$ cat config.mk
export PLATFORM = sky130hd
export DESIGN_NAME = feature_bram_writer
export DESIGN_NICKNAME = d
export VERILOG_FILES = /design/src/rtl/feature_pkg.sv /design/src/rtl/abs_accum.sv /design/src/rtl/feature_bram_writer.sv
export SDC_FILE = /design/constraint.sdc
export NUM_CORES = 1
export LEC_CHECK = 0
export CAP_MARGIN = 20
export CORE_MARGIN = 2
export CORE_UTILIZATION = 50
export CTS_CLUSTER_DIAMETER = 100
export DETAILED_ROUTE_END_ITERATION = 6
export GPL_TIMING_DRIVEN = 1
export HOLD_SLACK_MARGIN = 0.06
export PLACE_DENSITY = 0.8
export SYNTH_ARGS = -nofsm -noshare
export SYNTH_HDL_FRONTEND = slang
export SYNTH_SLANG_ARGS = --single-unit
$ cat constraint.sdc
create_clock -name clk -period 2.78 [get_ports clk]
set_clock_uncertainty 0.1 [all_clocks]
set_input_delay 0.278 -clock clk [delete_from_list [all_inputs] [get_ports clk]]
set_output_delay 0.278 -clock clk [all_outputs]
set_load 0.02 [all_outputs]
$ cat src/rtl/feature_pkg.sv
// -----------------------------------------------------------------------------
// feature_pkg
//   Shared definitions for the feature BRAM producer (feature_bram_writer) and
//   the classifier that reads the same BRAM region.
//   - state_t        : writer FSM states
//   - FEAT_W/WORD_W/ADDR_W : sample, BRAM word and BRAM address widths
//   - OFF_AP/AF/DP   : word offsets of each feature inside a frame record
//   - sat_abs()      : saturating absolute value of a signed feature sample
// -----------------------------------------------------------------------------
package feature_pkg;

    localparam int unsigned FEAT_W          = 16;
    localparam int unsigned WORD_W          = 32;
    localparam int unsigned ADDR_W          = 16;

    // Layout of one frame record in BRAM; the classifier uses the same offsets.
    localparam int unsigned OFF_AP          = 0;
    localparam int unsigned OFF_AF          = 1;
    localparam int unsigned OFF_DP          = 2;
    localparam int unsigned WORDS_PER_FRAME = 3;

    typedef enum logic [1:0] {
        ST_ACCUM = 2'd0,
        ST_WR_AP = 2'd1,
        ST_WR_AF = 2'd2,
        ST_WR_DP = 2'd3
    } state_t;

    // |x| with the most negative code mapped to the most positive one, so the
    // result always fits in FEAT_W bits.
    function automatic logic [FEAT_W-1:0] sat_abs(input logic signed [FEAT_W-1:0] x);
        logic [FEAT_W-1:0] r;
        if (x == {1'b1, {(FEAT_W-1){1'b0}}}) begin
            r = {1'b0, {(FEAT_W-1){1'b1}}};
        end else if (x[FEAT_W-1]) begin
            r = -x;
        end else begin
            r = x;
        end
        return r;
    endfunction

endpackage

$ cat src/rtl/abs_accum.sv
// -----------------------------------------------------------------------------
// abs_accum
//   Accumulates the saturating absolute value of a signed feature sample into
//   a WORD_W-bit sum.
//   Ports:
//     clk, rst_n : clock, asynchronous active-low reset (clears the sum)
//     clr        : synchronous clear (takes priority over en)
//     en         : add |x| this cycle
//     x          : signed sample
//     acc_nxt    : value the sum takes at the next edge (clear / add / hold
//                  already applied); lets the owner latch a final sum in the
//                  same cycle the last sample is added
// -----------------------------------------------------------------------------
module abs_accum
    import feature_pkg::*;
(
    input  logic                     clk,
    input  logic                     rst_n,
    input  logic                     clr,
    input  logic                     en,
    input  logic signed [FEAT_W-1:0] x,
    output logic [WORD_W-1:0]        acc_nxt
);

    logic [WORD_W-1:0] acc_q;
    logic [WORD_W-1:0] acc_d;
    logic [FEAT_W-1:0] abs_x;

    always_comb begin
        abs_x = sat_abs(x);
        acc_d = acc_q;
        if (clr) begin
            acc_d = '0;
        end else if (en) begin
            acc_d = acc_q + {{(WORD_W-FEAT_W){1'b0}}, abs_x};
        end
    end

    assign acc_nxt = acc_d;

    always_ff @(posedge clk or negedge rst_n) begin
        if (!rst_n) begin
            acc_q <= '0;
        end else begin
            acc_q <= acc_d;
        end
    end

endmodule

$ cat src/rtl/feature_bram_writer.sv
// -----------------------------------------------------------------------------
// feature_bram_writer
//   Producer end of the feature BRAM. Averages |ap|, |af|, |dp| over frames of
//   2**LOG2_N samples and writes each frame as three consecutive words
//   (sigma_ap, sigma_af, sigma_dp) into a ring of NUM_FRAMES records starting
//   at BASE_ADDR.
//   Parameters:
//     LOG2_N     : log2 of samples per frame (1..16)
//     BASE_ADDR  : word address of frame 0's sigma_ap
//     NUM_FRAMES : frame slots in the ring (ring is 3*NUM_FRAMES words)
//   Ports:
//     clk, rst_n          : clock, asynchronous active-low reset
//     s_valid / s_ready   : sample handshake (accept when both high)
//     s_ap, s_af, s_dp    : signed instantaneous deviations
//     bram_en, bram_we    : BRAM port enable / write enable
//     bram_addr, bram_din : BRAM word address / write data
//     frame_done          : one-cycle pulse with the sigma_dp write
//     frame_count         : frames completed since reset (wraps)
//   All outputs are registered.
// -----------------------------------------------------------------------------
module feature_bram_writer
    import feature_pkg::*;
#(
    parameter int unsigned       LOG2_N     = 4,
    parameter logic [ADDR_W-1:0] BASE_ADDR  = 16'd0,
    parameter int unsigned       NUM_FRAMES = 1024
) (
    input  logic                     clk,
    input  logic                     rst_n,
    input  logic                     s_valid,
    output logic                     s_ready,
    input  logic signed [FEAT_W-1:0] s_ap,
    input  logic signed [FEAT_W-1:0] s_af,
    input  logic signed [FEAT_W-1:0] s_dp,
    output logic                     bram_en,
    output logic                     bram_we,
    output logic [ADDR_W-1:0]        bram_addr,
    output logic [WORD_W-1:0]        bram_din,
    output logic                     frame_done,
    output logic [15:0]              frame_count
);

    localparam logic [ADDR_W-1:0] LAST_ADDR =
        ADDR_W'(BASE_ADDR + WORDS_PER_FRAME * NUM_FRAMES - 1);

    state_t              state_q,       state_d;
    logic [LOG2_N-1:0]   cnt_q,         cnt_d;
    logic [ADDR_W-1:0]   wr_ptr_q,      wr_ptr_d;
    logic                s_ready_q,     s_ready_d;
    logic                bram_en_q,     bram_en_d;
    logic                bram_we_q,     bram_we_d;
    logic [ADDR_W-1:0]   bram_addr_q,   bram_addr_d;
    logic [WORD_W-1:0]   bram_din_q,    bram_din_d;
    logic                frame_done_q,  frame_done_d;
    logic [15:0]         frame_count_q, frame_count_d;

    logic                accept;
    logic                acc_en;
    logic                acc_clr;
    logic [WORD_W-1:0]   nxt_ap;
    logic [WORD_W-1:0]   nxt_af;
    logic [WORD_W-1:0]   nxt_dp;
    logic [ADDR_W-1:0]   wr_ptr_inc;

    assign accept = s_valid && s_ready_q && (state_q == ST_ACCUM);

    abs_accum u_acc_ap (
        .clk     (clk),
        .rst_n   (rst_n),
        .clr     (acc_clr),
        .en      (acc_en),
        .x       (s_ap),
        .acc_nxt (nxt_ap)
    );

    abs_accum u_acc_af (
        .clk     (clk),
        .rst_n   (rst_n),
        .clr     (acc_clr),
        .en      (acc_en),
        .x       (s_af),
        .acc_nxt (nxt_af)
    );

    abs_accum u_acc_dp (
        .clk     (clk),
        .rst_n   (rst_n),
        .clr     (acc_clr),
        .en      (acc_en),
        .x       (s_dp),
        .acc_nxt (nxt_dp)
    );

    always_comb begin
        wr_ptr_inc = (wr_ptr_q == LAST_ADDR) ? BASE_ADDR : (wr_ptr_q + 16'd1);
    end

    // The sigma_ap word is registered on the same edge that accepts the last
    // sample, so it is taken from the accumulator's next value (which already
    // includes that sample). sigma_af / sigma_dp are read one and two cycles
    // later, when their accumulators are idle and nxt equals the held sum.
    always_comb begin
        state_d       = state_q;
        cnt_d         = cnt_q;
        wr_ptr_d      = wr_ptr_q;
        s_ready_d     = s_ready_q;
        bram_en_d     = 1'b0;
        bram_we_d     = 1'b0;
        bram_addr_d   = bram_addr_q;
        bram_din_d    = bram_din_q;
        frame_done_d  = 1'b0;
        frame_count_d = frame_count_q;
        acc_en        = 1'b0;
        acc_clr       = 1'b0;

        unique case (state_q)
            ST_ACCUM: begin
                s_ready_d = 1'b1;
                if (accept) begin
                    acc_en = 1'b1;
                    cnt_d  = cnt_q + 1'b1;
                    if (cnt_q == '1) begin
                        state_d     = ST_WR_AP;
                        s_ready_d   = 1'b0;
                        bram_en_d   = 1'b1;
                        bram_we_d   = 1'b1;
                        bram_addr_d = wr_ptr_q;
                        bram_din_d  = nxt_ap >> LOG2_N;
                        wr_ptr_d    = wr_ptr_inc;
                    end
                end
            end
            ST_WR_AP: begin
                state_d     = ST_WR_AF;
                bram_en_d   = 1'b1;
                bram_we_d   = 1'b1;
                bram_addr_d = wr_ptr_q;
                bram_din_d  = nxt_af >> LOG2_N;
                wr_ptr_d    = wr_ptr_inc;
            end
            ST_WR_AF: begin
                state_d       = ST_WR_DP;
                bram_en_d     = 1'b1;
                bram_we_d     = 1'b1;
                bram_addr_d   = wr_ptr_q;
                bram_din_d    = nxt_dp >> LOG2_N;
                wr_ptr_d      = wr_ptr_inc;
                frame_done_d  = 1'b1;
                frame_count_d = frame_count_q + 16'd1;
            end
            ST_WR_DP: begin
                state_d   = ST_ACCUM;
                s_ready_d = 1'b1;
                acc_clr   = 1'b1;
                cnt_d     = '0;
            end
            default: begin
                state_d = ST_ACCUM;
            end
        endcase
    end

    always_ff @(posedge clk or negedge rst_n) begin
        if (!rst_n) begin
            state_q       <= ST_ACCUM;
            cnt_q         <= '0;
            wr_ptr_q      <= BASE_ADDR;
            s_ready_q     <= 1'b0;
            bram_en_q     <= 1'b0;
            bram_we_q     <= 1'b0;
            bram_addr_q   <= BASE_ADDR;
            bram_din_q    <= '0;
            frame_done_q  <= 1'b0;
            frame_count_q <= '0;
        end else begin
            state_q       <= state_d;
            cnt_q         <= cnt_d;
            wr_ptr_q      <= wr_ptr_d;
            s_ready_q     <= s_ready_d;
            bram_en_q     <= bram_en_d;
            bram_we_q     <= bram_we_d;
            bram_addr_q   <= bram_addr_d;
            bram_din_q    <= bram_din_d;
            frame_done_q  <= frame_done_d;
            frame_count_q <= frame_count_d;
        end
    end

    assign s_ready     = s_ready_q;
    assign bram_en     = bram_en_q;
    assign bram_we     = bram_we_q;
    assign bram_addr   = bram_addr_q;
    assign bram_din    = bram_din_q;
    assign frame_done  = frame_done_q;
    assign frame_count = frame_count_q;

endmodule

==> summary.md <==
| Metric | Value |
|---|---|
| Cell leakage power | 8.564 nW |
| Placement Rows | 57 |
| Initial Utilization | 0.5051 |
| Synthesized area per cell | 8.882 um^2 |
| RSZ-0062 raised after global routing | true |
| Sequential Power Share | 0.213 |
| Cells after Synth | ~1400 |
| Hold slack | ~0.24 ns |
| Final min period | 4.022 ns |
| Longest Clk Path Bufs | 2 |
| # setup viols final | 109 |
| Fin worst setup slack | -1.242 ns |
| Critical Path, Cell by Cell | buf_6 -> nor3_4 -> nand4_1 -> or3_4 -> nand2_4 -> ha_4 -> inv_2 -> fa_2 -> nand2b_4 -> a21oi_4 -> o311a_1 -> buf_4 -> o211ai_1 -> a2111oi_2 -> nor3_2 -> o221a_4 -> a211oi_2 |
| H-tree levels | 4 |
| Top cells by area, synth | dfrtp_1 (37%), ha_1 (6.4%), nand2_1 (5.8%) |
| R2R cell count | 12 |
| Reg2reg setup slack | -0.73 ns |
| Grt met1 use | 0.3757 |
| CTS tree | yes |
| Area Overhead vs Synth | 60.02% |
| DR DRC count | 12 |
| Grt met3 use | 0.08182 |
| Clk sink count | 181 |
| Final instance count without filler cells | 2136 |
| Ports | 119 |
| Met2 Resource Use GR | 0.5634 |
| CP top delay family | compound AO/OA/AOI/OAI gates |
| Max Clock Freq | 248.6 MHz |
| Yosys warnings | 0 |
| Asr flop ratio synth | 1.000 |
| Initial antenna violation count | 1 |
| Max-cap viol count | 0 |
| Req. time, crit path | 3.05 ns |
| Worst-Skew Late Latency | 0.47 ns |
| Drt initial violations | ~1800 |
| Routed WL | 53470 um |
| Largest net degree at the start of global routing | 63 |
| Fill cell count | 1165 |
| Mapped Area | approximately 12000 um^2 |
| Post-synth top area share | 0.3720 |
| Total global-route track usage | 0.3227 |
| Grt ovf | 0 |
| Logic gate share of total power | 0.655 |
| Gpl congestion | 0.9719 |
| Crit path buffers/inverters | 3 |
| Critical path class | input port to flop |
| Crit path DAT | 4.29 ns |
| Max incr delay on CP | ~0.9 ns |
| Tightest Hold Check Type | input port to asynchronous set/reset pin |
| Die H | 160.1 um |
| First-pass GRT wire length | 67100 um |
| Vias | 14310 |
| Crit Path Max Fanout | 5 |
| DRT antenna net count | 0 |
| Final HPWL DP | 26120 um |
| Internal power | about 10 mW |
| Status | finished, violations left |
| ANT cells | 0 |
| Net Switching | roughly 9.2 mW |
| Nets | roughly 1900 |
| Crit path max-delay cell type | a2111oi_2 |
| Yosys reg bits | 181 |
| CTS Buf Count | 17 |
| Pwr/cell area | 992.7 nW/um^2 |
| Router iterations before antenna repair | 7 |
| Period utilization | 1.447 |
| Final Core Density | 0.8083 |
| Sw Share | 0.4735 |
| Critical R2R Launch | u_acc_dp.acc_q[0] |
| Share of layout cells above drive strength 1 | 0.4409 |
| EDFF count, synth | 0 |
| Die X | 160.1 um |
| Routed len/inst | 25.03 um |
| Slew HR | 0.3189 |
| Core ar. | 24110 um^2 |
| Clk pwr share | 0.132 |
| Number of global-route vias before repair | 13310 |
| Port Buffers | 114 |
| Critical Path Source Type | input port |
| RR Endpoint | bram_din[8] |
| Netlist cell types | 101 |
| Die area | 25620 um^2 |
| Total power | 19.34 mW |
| Main flop type after synthesis | dfrtp_1 |
| Final Max Tran Viols | 0 |
| Crit. End Element | flop |
| Least-Margin Pin Slew | 1.020 ns |
| Most used routing layer in global routing | met2 |
| Max IR drop VDD | a little under 700 uV |
| Routed vias/inst | around 6.7 |
| Dpl cells | 2001 |
| CTS root buffer | clkbuf_16 |
| Violated checks | design-rule violations, negative setup slack |
| Hold Vio Cnt, Final | 0 |
| Seq/Total Area, Yosys | 0.3720 |
| Post-synth top area cell | dfrtp_1 |
| Clock-pin slew on the worst setup and hold paths | 0.08 ns |
## worst register-to-register path: stages, from the launching register on
cell       delay, ns
dfrtp_1         0.40
ha_4            0.16
inv_2           0.04
fa_2            0.34
nand2b_4        0.18
a21oi_4         0.15
o311a_1         0.21
buf_4           0.13
o211ai_1        0.14
a2111oi_2       0.90
nor3_2          0.13
o221a_4         0.33
a211oi_2        0.22
## placed cells by master (no fill, tap or decap), types with 24 or more instances in the layout
cell type | synthesis | layout
dfrtp_1 | 181 | 181
nor2_1 | 107 | 84
a21oi_1 | 82 | 36
a21oi_2 | 2 | 31
buf_6 | 3 | 73
xnor2_1 | 57 | 35
clkdlybuf4s50_1 | 0 | 77
ha_1 | 62 | 24
o21ai_0 | 55 | 30
ha_4 | 0 | 34
and3_1 | 30 | 26
buf_4 | 5 | 292
xor2_1 | 72 | 54
nand2_1 | 189 | 152
nand3_1 | 55 | 38
inv_1 | 38 | 28
## power groups by stage
stage | clock [mW] | combinational (mW) | sequential, mW
after floorplan | 0 | 5.29 | 4.17
after global placement | 0 | 8.80 | 3.96
after detailed placement | 0 | 9.11 | 3.98
after CTS | 2.49 | 10.2 | 4.00
after global routing | 2.63 | 13.1 | 4.16
final | 2.54 | 12.7 | 4.12
## cell type report
cell class	instances	area, um^2	share of cell area
Clock buffer	17	425.4	0.02183
Timing Repair Buffer	472	4113	0.2111
Multi-Input combinational cell	1087	9689	0.4973
Tap cell	324	405.4	0.02081
Clock inverter	15	167.7	0.008605
Sequential cell	181	4529	0.2325
Inverter	40	155.1	0.007963
## what timing repair did
action,4_1_cts,5_1_grt
resized for setup,327,241
pin swaps,149,171
buffers inserted,56,69
endpoints found under the hold margin,58,0
hold buffers,1,0
gates cloned,2,0
endpoints found under the setup margin,114,121
## layer usage
metal | part of all wire | vias up
li1 | - | 5744
met1 | 0.33 | 6770
met2 | 0.47 | 1295
met3 | 0.11 | 497
met4 | 0.084 | 2
met5 | 0.00017 | -
## cell families (layout without fill, tap and decap cells)
kind of cell    count (synthesis)  in the layout  share of synthesized area
flops                         181            181                     0.3720
simple gates                  530            530                     0.2112
mux                            30             30                    0.02651
compound gates                329            329                     0.1864
buf+inv                       106            544                    0.04223
xor+xnor                      129            129                    0.09279
fa+ha+maj                      65             65                    0.06864
other cells                     1              4                  0.0003080
## cell usage after synthesis, drive strengths merged (4+ instances only)
master / n
o22ai: 8
a21oi: 85
a211oi: 17
a31o: 5
nor2: 108
and4: 10
and3: 30
nand2b: 16
a221oi: 13
nand3: 55
clkbuf: 43
xnor2: 57
inv: 38
o31ai: 13
o211ai: 19
ha: 62
xor2: 72
and2: 27
o21a: 13
buf: 21
a31oi: 11
mux2: 18
or3: 16
o21ai: 67
a21o: 12
o2111ai: 7
o311ai: 4
dfrtp: 181
a22oi: 4
nand2: 189
or4: 9
o221a: 9
nand4: 17
nor3: 26
a21boi: 5
mux2i: 12
nor2b: 11
o41ai: 4
## worst max path at each step
stage,endpoint,cells after the start,slack [ns],startpoint
floorplan,bram_din[20],17,-0.99,s_ap[6]
global placement,bram_din[20],20,-1.56,s_ap[0]
detailed placement,bram_din[20],20,-1.69,s_ap[0]
CTS,bram_din[16],18,-0.89,s_ap[8]
global route,bram_din[8],16,-1.49,s_dp[2]
finish,bram_din[8],17,-1.24,s_dp[9]
## per-stage QoR
| step | setup TNS (ns) | worst slack [ns] | cell area (um^2) |
|---|---|---|---|
| after floorplan | -59.23 | -0.9853 | 12750 |
| after global placement | -133.60 | -1.557 | 15890 |
| after detailed placement | -144.89 | -1.692 | 15890 |
| after CTS | -50.47 | -0.8857 | 17920 |
| after global routing | -86.82 | -1.489 | 19480 |
| final | -71.50 | -1.242 | 19480 |
## sequential cells by signal (all words and copies together), names as in the netlist
name / count
state_q: 2
wr_ptr_q: 16
cnt_q: 4
u_acc_ap.acc_q: 32
bram_addr: 16
bram_din: 28
s_ready: 1
u_acc_af.acc_q: 32
u_acc_dp.acc_q: 32
frame_count: 16
bram_we: 1
frame_done: 1
Note: power is estimated with default switching activity, not from simulation.
